===== src/rtl/rv32_core_pkg.sv =====
// Shared RV32I core definitions: reset/NOP defaults, fetch FSM states and a word-align helper.
package rv32_core_pkg;

    localparam logic [31:0] DEFAULT_RESET_PC = 32'h0000_0000;
    localparam logic [31:0] DEFAULT_NOP_INST = 32'h0000_0013;  // addi x0,x0,0

    typedef enum logic [1:0] {
        REQ  = 2'd0,
        WAIT = 2'd1,
        HOLD = 2'd2,
        DROP = 2'd3
    } fetch_state_e;

    function automatic logic [31:0] align_word(input logic [31:0] addr);
        return {addr[31:2], 2'b00};
    endfunction

endpackage


===== src/rtl/fetch_ifid_reg.sv =====
// IF/ID pipeline register. Per-cycle priority: flush, then stall (hold), then load, else bubble.
module fetch_ifid_reg
    import rv32_core_pkg::*;
#(
    parameter logic [31:0] NOP_INST = DEFAULT_NOP_INST
) (
    input  logic        clk,
    input  logic        rst,
    input  logic        flush,
    input  logic        stall,
    input  logic        load,
    input  logic [31:0] load_inst,
    input  logic [31:0] load_pc,
    output logic [31:0] inst,
    output logic [31:0] pc,
    output logic        valid
);

    // pc is left untouched on flush/bubble; only inst/valid define a bubble.
    always_ff @(posedge clk or posedge rst) begin
        if (rst) begin
            valid <= 1'b0;
            inst  <= NOP_INST;
            pc    <= 32'h0;
        end else if (flush) begin
            valid <= 1'b0;
            inst  <= NOP_INST;
        end else if (!stall) begin
            if (load) begin
                valid <= 1'b1;
                inst  <= load_inst;
                pc    <= load_pc;
            end else begin
                valid <= 1'b0;
                inst  <= NOP_INST;
            end
        end
    end

endmodule


===== src/rtl/fetch_pc_unit.sv =====
// RV32I fetch stage: PC register, one-outstanding imem handshake FSM, hold buffer, IF/ID register.
// Optional `FETCH_PERF_EN adds perf_fetched / perf_wait_cycles counters.
module fetch_pc_unit
    import rv32_core_pkg::*;
#(
    parameter logic [31:0] RESET_PC = DEFAULT_RESET_PC,
    parameter logic [31:0] NOP_INST = DEFAULT_NOP_INST
) (
    input  logic         clk,
    input  logic         rst,
    input  logic [31:0]  npc,
    input  logic         redirect,
    output logic [31:0]  pc_plus4,
    input  logic         stall_f,
    input  logic         flush_d,
    output logic         imem_req,
    output logic [31:0]  imem_addr,
    input  logic         imem_gnt,
    input  logic         imem_rvalid,
    input  logic [31:0]  imem_rdata,
    output logic [31:0]  inst_d,
    output logic [31:0]  pc_d,
    output logic         valid_d,
    output fetch_state_e dbg_state
`ifdef FETCH_PERF_EN
    ,
    output logic [31:0]  perf_fetched,
    output logic [31:0]  perf_wait_cycles
`endif
);

    // Handshake: imem_req/imem_addr form a request that is accepted in the cycle imem_gnt=1;
    // exactly one imem_rvalid pulse (with imem_rdata) follows at least one cycle later, and no
    // new request is raised until that response has been consumed.

    fetch_state_e state, state_next;
    logic [31:0]  pc_f;
    logic [31:0]  hold_inst;
    logic [31:0]  load_inst;
    logic         advance;
    logic         load;
    logic         hold_we;

    assign pc_plus4  = pc_f + 32'd4;
    assign imem_req  = (state == REQ) && !rst;
    assign imem_addr = align_word(pc_f);
    assign dbg_state = state;

    always_ff @(posedge clk or posedge rst) begin
        if (rst) begin
            state     <= REQ;
            pc_f      <= RESET_PC;
            hold_inst <= NOP_INST;
        end else begin
            state <= state_next;
            if (advance) pc_f <= align_word(npc);
            if (hold_we) hold_inst <= imem_rdata;
        end
    end

    // Redirect always wins over stall_f for the PC; stale responses are swallowed in DROP.
    always_comb begin
        state_next = state;
        advance    = 1'b0;
        load       = 1'b0;
        load_inst  = hold_inst;
        hold_we    = 1'b0;
        case (state)
            REQ: begin
                if (imem_gnt) begin
                    advance    = redirect;
                    state_next = redirect ? DROP : WAIT;
                end else if (redirect) begin
                    advance = 1'b1;
                end
            end
            WAIT: begin
                if (imem_rvalid) begin
                    if (redirect) begin
                        advance    = 1'b1;
                        state_next = REQ;
                    end else if (!stall_f) begin
                        load       = 1'b1;
                        load_inst  = imem_rdata;
                        advance    = 1'b1;
                        state_next = REQ;
                    end else begin
                        hold_we    = 1'b1;
                        state_next = HOLD;
                    end
                end else if (redirect) begin
                    advance    = 1'b1;
                    state_next = DROP;
                end
            end
            HOLD: begin
                if (redirect) begin
                    advance    = 1'b1;
                    state_next = REQ;
                end else if (!stall_f) begin
                    load       = 1'b1;
                    advance    = 1'b1;
                    state_next = REQ;
                end
            end
            DROP: begin
                if (imem_rvalid) state_next = REQ;
                if (redirect) advance = 1'b1;
            end
            default: state_next = REQ;
        endcase
    end

    fetch_ifid_reg #(
        .NOP_INST (NOP_INST)
    ) u_ifid (
        .clk       (clk),
        .rst       (rst),
        .flush     (flush_d),
        .stall     (stall_f),
        .load      (load),
        .load_inst (load_inst),
        .load_pc   (pc_f),
        .inst      (inst_d),
        .pc        (pc_d),
        .valid     (valid_d)
    );

`ifdef FETCH_PERF_EN
    always_ff @(posedge clk or posedge rst) begin
        if (rst) begin
            perf_fetched     <= 32'h0;
            perf_wait_cycles <= 32'h0;
        end else begin
            if (load && !flush_d && !stall_f) perf_fetched <= perf_fetched + 32'd1;
            if (state == WAIT || state == DROP) perf_wait_cycles <= perf_wait_cycles + 32'd1;
        end
    end
`endif

endmodule


===== config.mk =====
export PLATFORM = sky130hd
export DESIGN_NAME = fetch_pc_unit
export DESIGN_NICKNAME = d
export VERILOG_FILES = /design/src/rtl/rv32_core_pkg.sv /design/src/rtl/fetch_ifid_reg.sv /design/src/rtl/fetch_pc_unit.sv
export SDC_FILE = /design/constraint.sdc
export NUM_CORES = 1
export LEC_CHECK = 0
export CORE_MARGIN = 3
export CORE_UTILIZATION = 45
export CTS_CLUSTER_DIAMETER = 80
export DETAILED_ROUTE_END_ITERATION = 6
export PLACE_DENSITY = 0.9
export RECOVER_POWER = 25
export SETUP_SLACK_MARGIN = 0.4
export SLEW_MARGIN = 15
export SYNTH_ARGS = -nofsm -noshare
export SYNTH_HDL_FRONTEND = slang
export SYNTH_SLANG_ARGS = --single-unit

===== constraint.sdc =====
create_clock -name clk -period 5.25 [get_ports clk]
set_input_delay 1.05 -clock clk [delete_from_list [all_inputs] [get_ports clk]]
set_output_delay 1.05 -clock clk [all_outputs]
set_load 0.01 [all_outputs]

# Word-level counts from Yosys, hierarchy flattened
# Index checks and enable logic that the tools add are counted.
[totals]
reg_bits = 127
in_bits = 71
out_inout_bits = 132
elab_cells = 54
[op_classes]
n_addsub = 1
n_eq_ne = 8
n_mux = 32
bitwise_logic = 2
reduce_logical = 5
[op_table]
columns = ["cell", "n"]
rows = [
  ["$mux W32", 6],
  ["$add A32 B3 Y32 const B", 1],
  ["$mux W2", 9],
  ["$mux W1", 14],
  ["$pmux W2 S4", 1],
  ["$ne A3 B3 Y1 const B", 2],
  ["$eq A2 B2 Y1 const B", 2],
  ["$ne A2 B2 Y1 const B", 2],
  ["$pmux W1 S4", 1],
  ["$reduce_and A4 Y1", 1],
  ["$reduce_and A3 Y1", 1],
  ["$eq A2 B1 Y1 const B", 1],
  ["$logic_not A2 Y1", 1],
  ["$ne A2 B1 Y1 const B", 1],
  ["$not A1 Y1", 2],
  ["$pmux W1 S2", 1],
  ["$logic_and A1 B1 Y1", 1],
  ["$logic_not A1 Y1", 1],
]

# Logic depth before layout (Yosys ltp)
[depth]
ltp_word = 7
depth_mapped = 7
depth_no_buf = 6

# Hierarchy
# Synthesis repeated with hierarchy kept, for this count alone.
[unflattened]
cells_unflattened = 501
area_unflattened_um2 = 6209.7
[by_module_without_submodules]
columns = ["module", "n_inst", "cells_each", "area_each_um2", "seq_area_each_um2"]
rows = [
  ["fetch_pc_unit", 1, 287, 3558.4, 1605.3],
  ["fetch_ifid_reg", 1, 214, 2651.3, 1630.3],
]

# Least setup slack after synthesis
# Ideal clock, no wire load.
[synth_path]
path_kind = "reg-to-output"
from = "register pc_f[15]"
to = "output pc_plus4[29]"
t_arrival_ps = 1800
required_ps = 4200
setup_slack_ps = 2400
path_stages_with_launch = 5
n_path_buf = 0
cell_sequence = "dfrtp_1 nand4_2 or4_4 nor4_1 xor2_1"
[synth_between]
elab_chain_cells = 1
[synth_rtl]
columns = ["item", "line_no", "rtl"]
rows = [
  ["from (decl)", "fetch_pc_unit.sv:37", "logic [31:0] pc_f;"],
  ["from (signal assigned)", "fetch_pc_unit.sv:56", "if (advance) pc_f <= align_word(npc);"],
  ["$add A32 B3 Y32", "fetch_pc_unit.sv:44", "assign pc_plus4 = pc_f + 32'd4;"],
  ["to (decl)", "fetch_pc_unit.sv:13", "output logic [31:0] pc_plus4,"],
]
# Every way passes these cells.

# Worst setup path in the final report
[layout_path]
from = "register pc_f[10]"
to = "output pc_plus4[26]"
# Same word-level chain as after synthesis.

==> impl_metrics.yaml <==
global_route:
  grt_usage_pct: 22.15
  grt_pass1_vias: 4757
  grt_max_degree: 61
  antenna_found_initial: 0
  grt_pass1_wl_mm: 24.85
  grt_overflow: 0
logic_synthesis:
  synth_area_leaders: "dfrtp_1 (53%), mux2_2 (19%), mux2i_1 (5.2%)"
  ys_seq_elements: 127
  postSynthAreaPerCell_um2: 12.53
  yosys_warnings: 0
  syn-cell-area_um2: 5737
  syn-instance-count: 458
  yosys.area.top_type: "dfrtp_1"
  yosysSeqAreaShare_pct: 55.53
  post_synth_num_cell_types: 35
  synth_top_area_share_pct: 52.78
sta:
  final-setup-viol-count: 0
  slew_headroom_pct: -68.06
  hold_violations: 0
  period_minus_slack_ps: 4052
  maxSlewViolCount: 61
  skew_ps: 5.907
  rsz0062_at_grt: "false"
  worstMarginPinSlew_ps: 2507
  fin_tns_setup_ps: 0
  fmax_mhz: 246.8
  fin_crit_sh_pct: 77.17
place:
  dp_hpwl_mm: 10.81
  place_area_um2: 7843
  place.gp.congestion: 0.7881
  io_buffers: 194
detailed_routing:
  num_vias: 4377
  firstDrtPassIters: 4
  drt_iter0_drc: 284
  wire_per_inst_um: 18.10
  finalWirelength_mm: 15.17
  drc: 0
  ant_nets: 0
  avgViaCountPerCell: 5.223
pwr:
  leakagePower_uw: 0.003706
  worst_ir_drop_vdd_mv: 0.4919
  powerDensity_nw_per_um2: 571.2
job:
  maxCapViolations: 1
clock_tree:
  cts_tree: "done"
  cts_sinks: 127
  cts_buffers: 17
  clkLatencyLatePin_ps: 420
  cts_resized: 0
  hold_buffers: 0
  clk_pin_slew_ps: 60
  h-tree-depth: 4
  clockBufferDepth: 2
  clockRootBuffer: "clkbuf_16"
  cts_setup_buffers: 0
worst_setup_path:
  r2r_slack_ps: 2550
  cp-start-kind: "flip-flop"
  startpoint: "pc_f[10]"
  rr_startpoint: "dbg_state[1]"
  cp.required_ps: 4200
  critPathArrivalTime_ps: 3000
  crit_type: "flip-flop to primary output"
  crit_path_max_fanout: 8
  worst-r2r-cell-count: 7
  cp-end-kind: "primary output"
  cp-endpoint: "pc_plus4[26]"
  timing.rr.end: "u_ifid.pc[13]"
outcome:
  violations: "max-capacitance violations, max-slew violations"
  status: "finished with violations"
layout:
  mostFrequentLayoutCell: "clkdlybuf4s50_1"
  fin_area_um2: 8386
  drive_gt1_share_pct: 21.79
  n_antenna_cell: 0
  mostFrequentLayoutCells: "clkdlybuf4s50_1 (191), dfrtp_1 (121), mux2_2 (96)"
  num-nets-final: 734
  layout-area-overhead-vs-synth_pct: 46.17
worst_hold_path:
  worstHoldPathType: "flip-flop to flip-flop"
  hp-start: "u_ifid.inst[7]"
die:
  initial_core_util_pct: 46.98
  rows: 40
  die_w_um: 118.9
  core_um2: 12210
  dieArea_um2: 14140
  die_height_um: 118.9
  io_pins: 203
-- cell families after synthesis --
kind of cell	synth area share, %
fa+ha+maj	1.309
compound gates	3.708
simple gates	8.310
buf+inv	2.726
flops	55.53
other cells	0.06537
xor+xnor	4.275
mux	24.08
-- per-layer routing --
layer | vias up | GRT usage (%) | wire length, um
li1 | 2002 | - | -
met1 | 2160 | 25.66 | 6041
met2 | 192 | 36.02 | 7248
met3 | 23 | 10.45 | 1650
met4 | 0 | 7.965 | 228
met5 | - | 0 | 0
-- layout make-up --
cell class,instances,area (um2)
timing repair buffer,200,1982
sequential,127,3186
fill,879,3826
clock inverter,12,87.58
clock buffer,20,456.7
inverter,9,35.03
multi-input combinational,302,2429
tap,168,210.2
-- worst max-delay path, cell delays in order (launching register included) --
cell and delay (ps):
dfrtp_1 510, nand4_1 280, nor4_1 790, nand3_1 210, xnor2_1 210, clkdlybuf4s50_1 580
-- flip-flops by register name (all words and copies together) (netlist names) --
signal	flops
u_ifid.valid	1
u_ifid.pc	30
pc_f	30
u_ifid.inst	32
hold_inst	32
dbg_state	2
-- per-stage QoR --
stage	std cells	hold slack [ps]	setup WS (ps)	utilization (%)	total power [uW]
2_1_floorplan	463	479.1	825.6	-	2649
3_3_place_gp	806	458.6	1774	64.22	3653
3_5_place_dp	806	470.3	1673	64.22	3736
4_1_cts	838	483.1	1205	68.68	4832
5_1_grt	838	510.5	1032	68.67	5058
6_report	838	478.8	1198	68.67	4790
-- cells in the mapped netlist --
library cell and number:
or4_4 1, xor2_1 11, and4_1 2, nor2b_1 2, buf_2 5, nor3b_1 1
nand3_1 10, buf_4 6, nor3_1 4, dfstp_2 6, nor4_1 3, or2_1 1
o22a_1 3, and3_1 1, nor2_1 10, and3_2 1, nand4_1 11, conb_1 1
and2_1 2, nand2b_1 3, dfrtp_1 121, a21o_1 1, a21oi_1 4, a221oi_1 1
nand2_1 43, mux2_2 96, o21ai_0 30, clkbuf_1 13, inv_1 9, or4_1 1
ha_1 6, mux2i_1 30, buf_1 1, xnor2_1 17, nand4_2 1
-- how the worst min path moves through the flow --
stage | endpoint | cells after the start
final | u_ifid.inst[7] | 2
after global routing | hold_inst[28] | 1
after CTS | u_ifid.inst[13] | 2
after detailed placement | u_ifid.inst[13] | 2
after global placement | u_ifid.valid | 2
after floorplan | hold_inst[28] | 1
-- power breakdown --
part / leakage, uW / switching [uW] / internal, uW
Clock: 0.000255 / 435 / 628
Sequential: 0.00159 / 376 / 1360
Combinational: 0.00186 / 785 / 1210
Total: 0.00371 / 1600 / 3190
No activity file was read; power rests on OpenSTA's default activity.
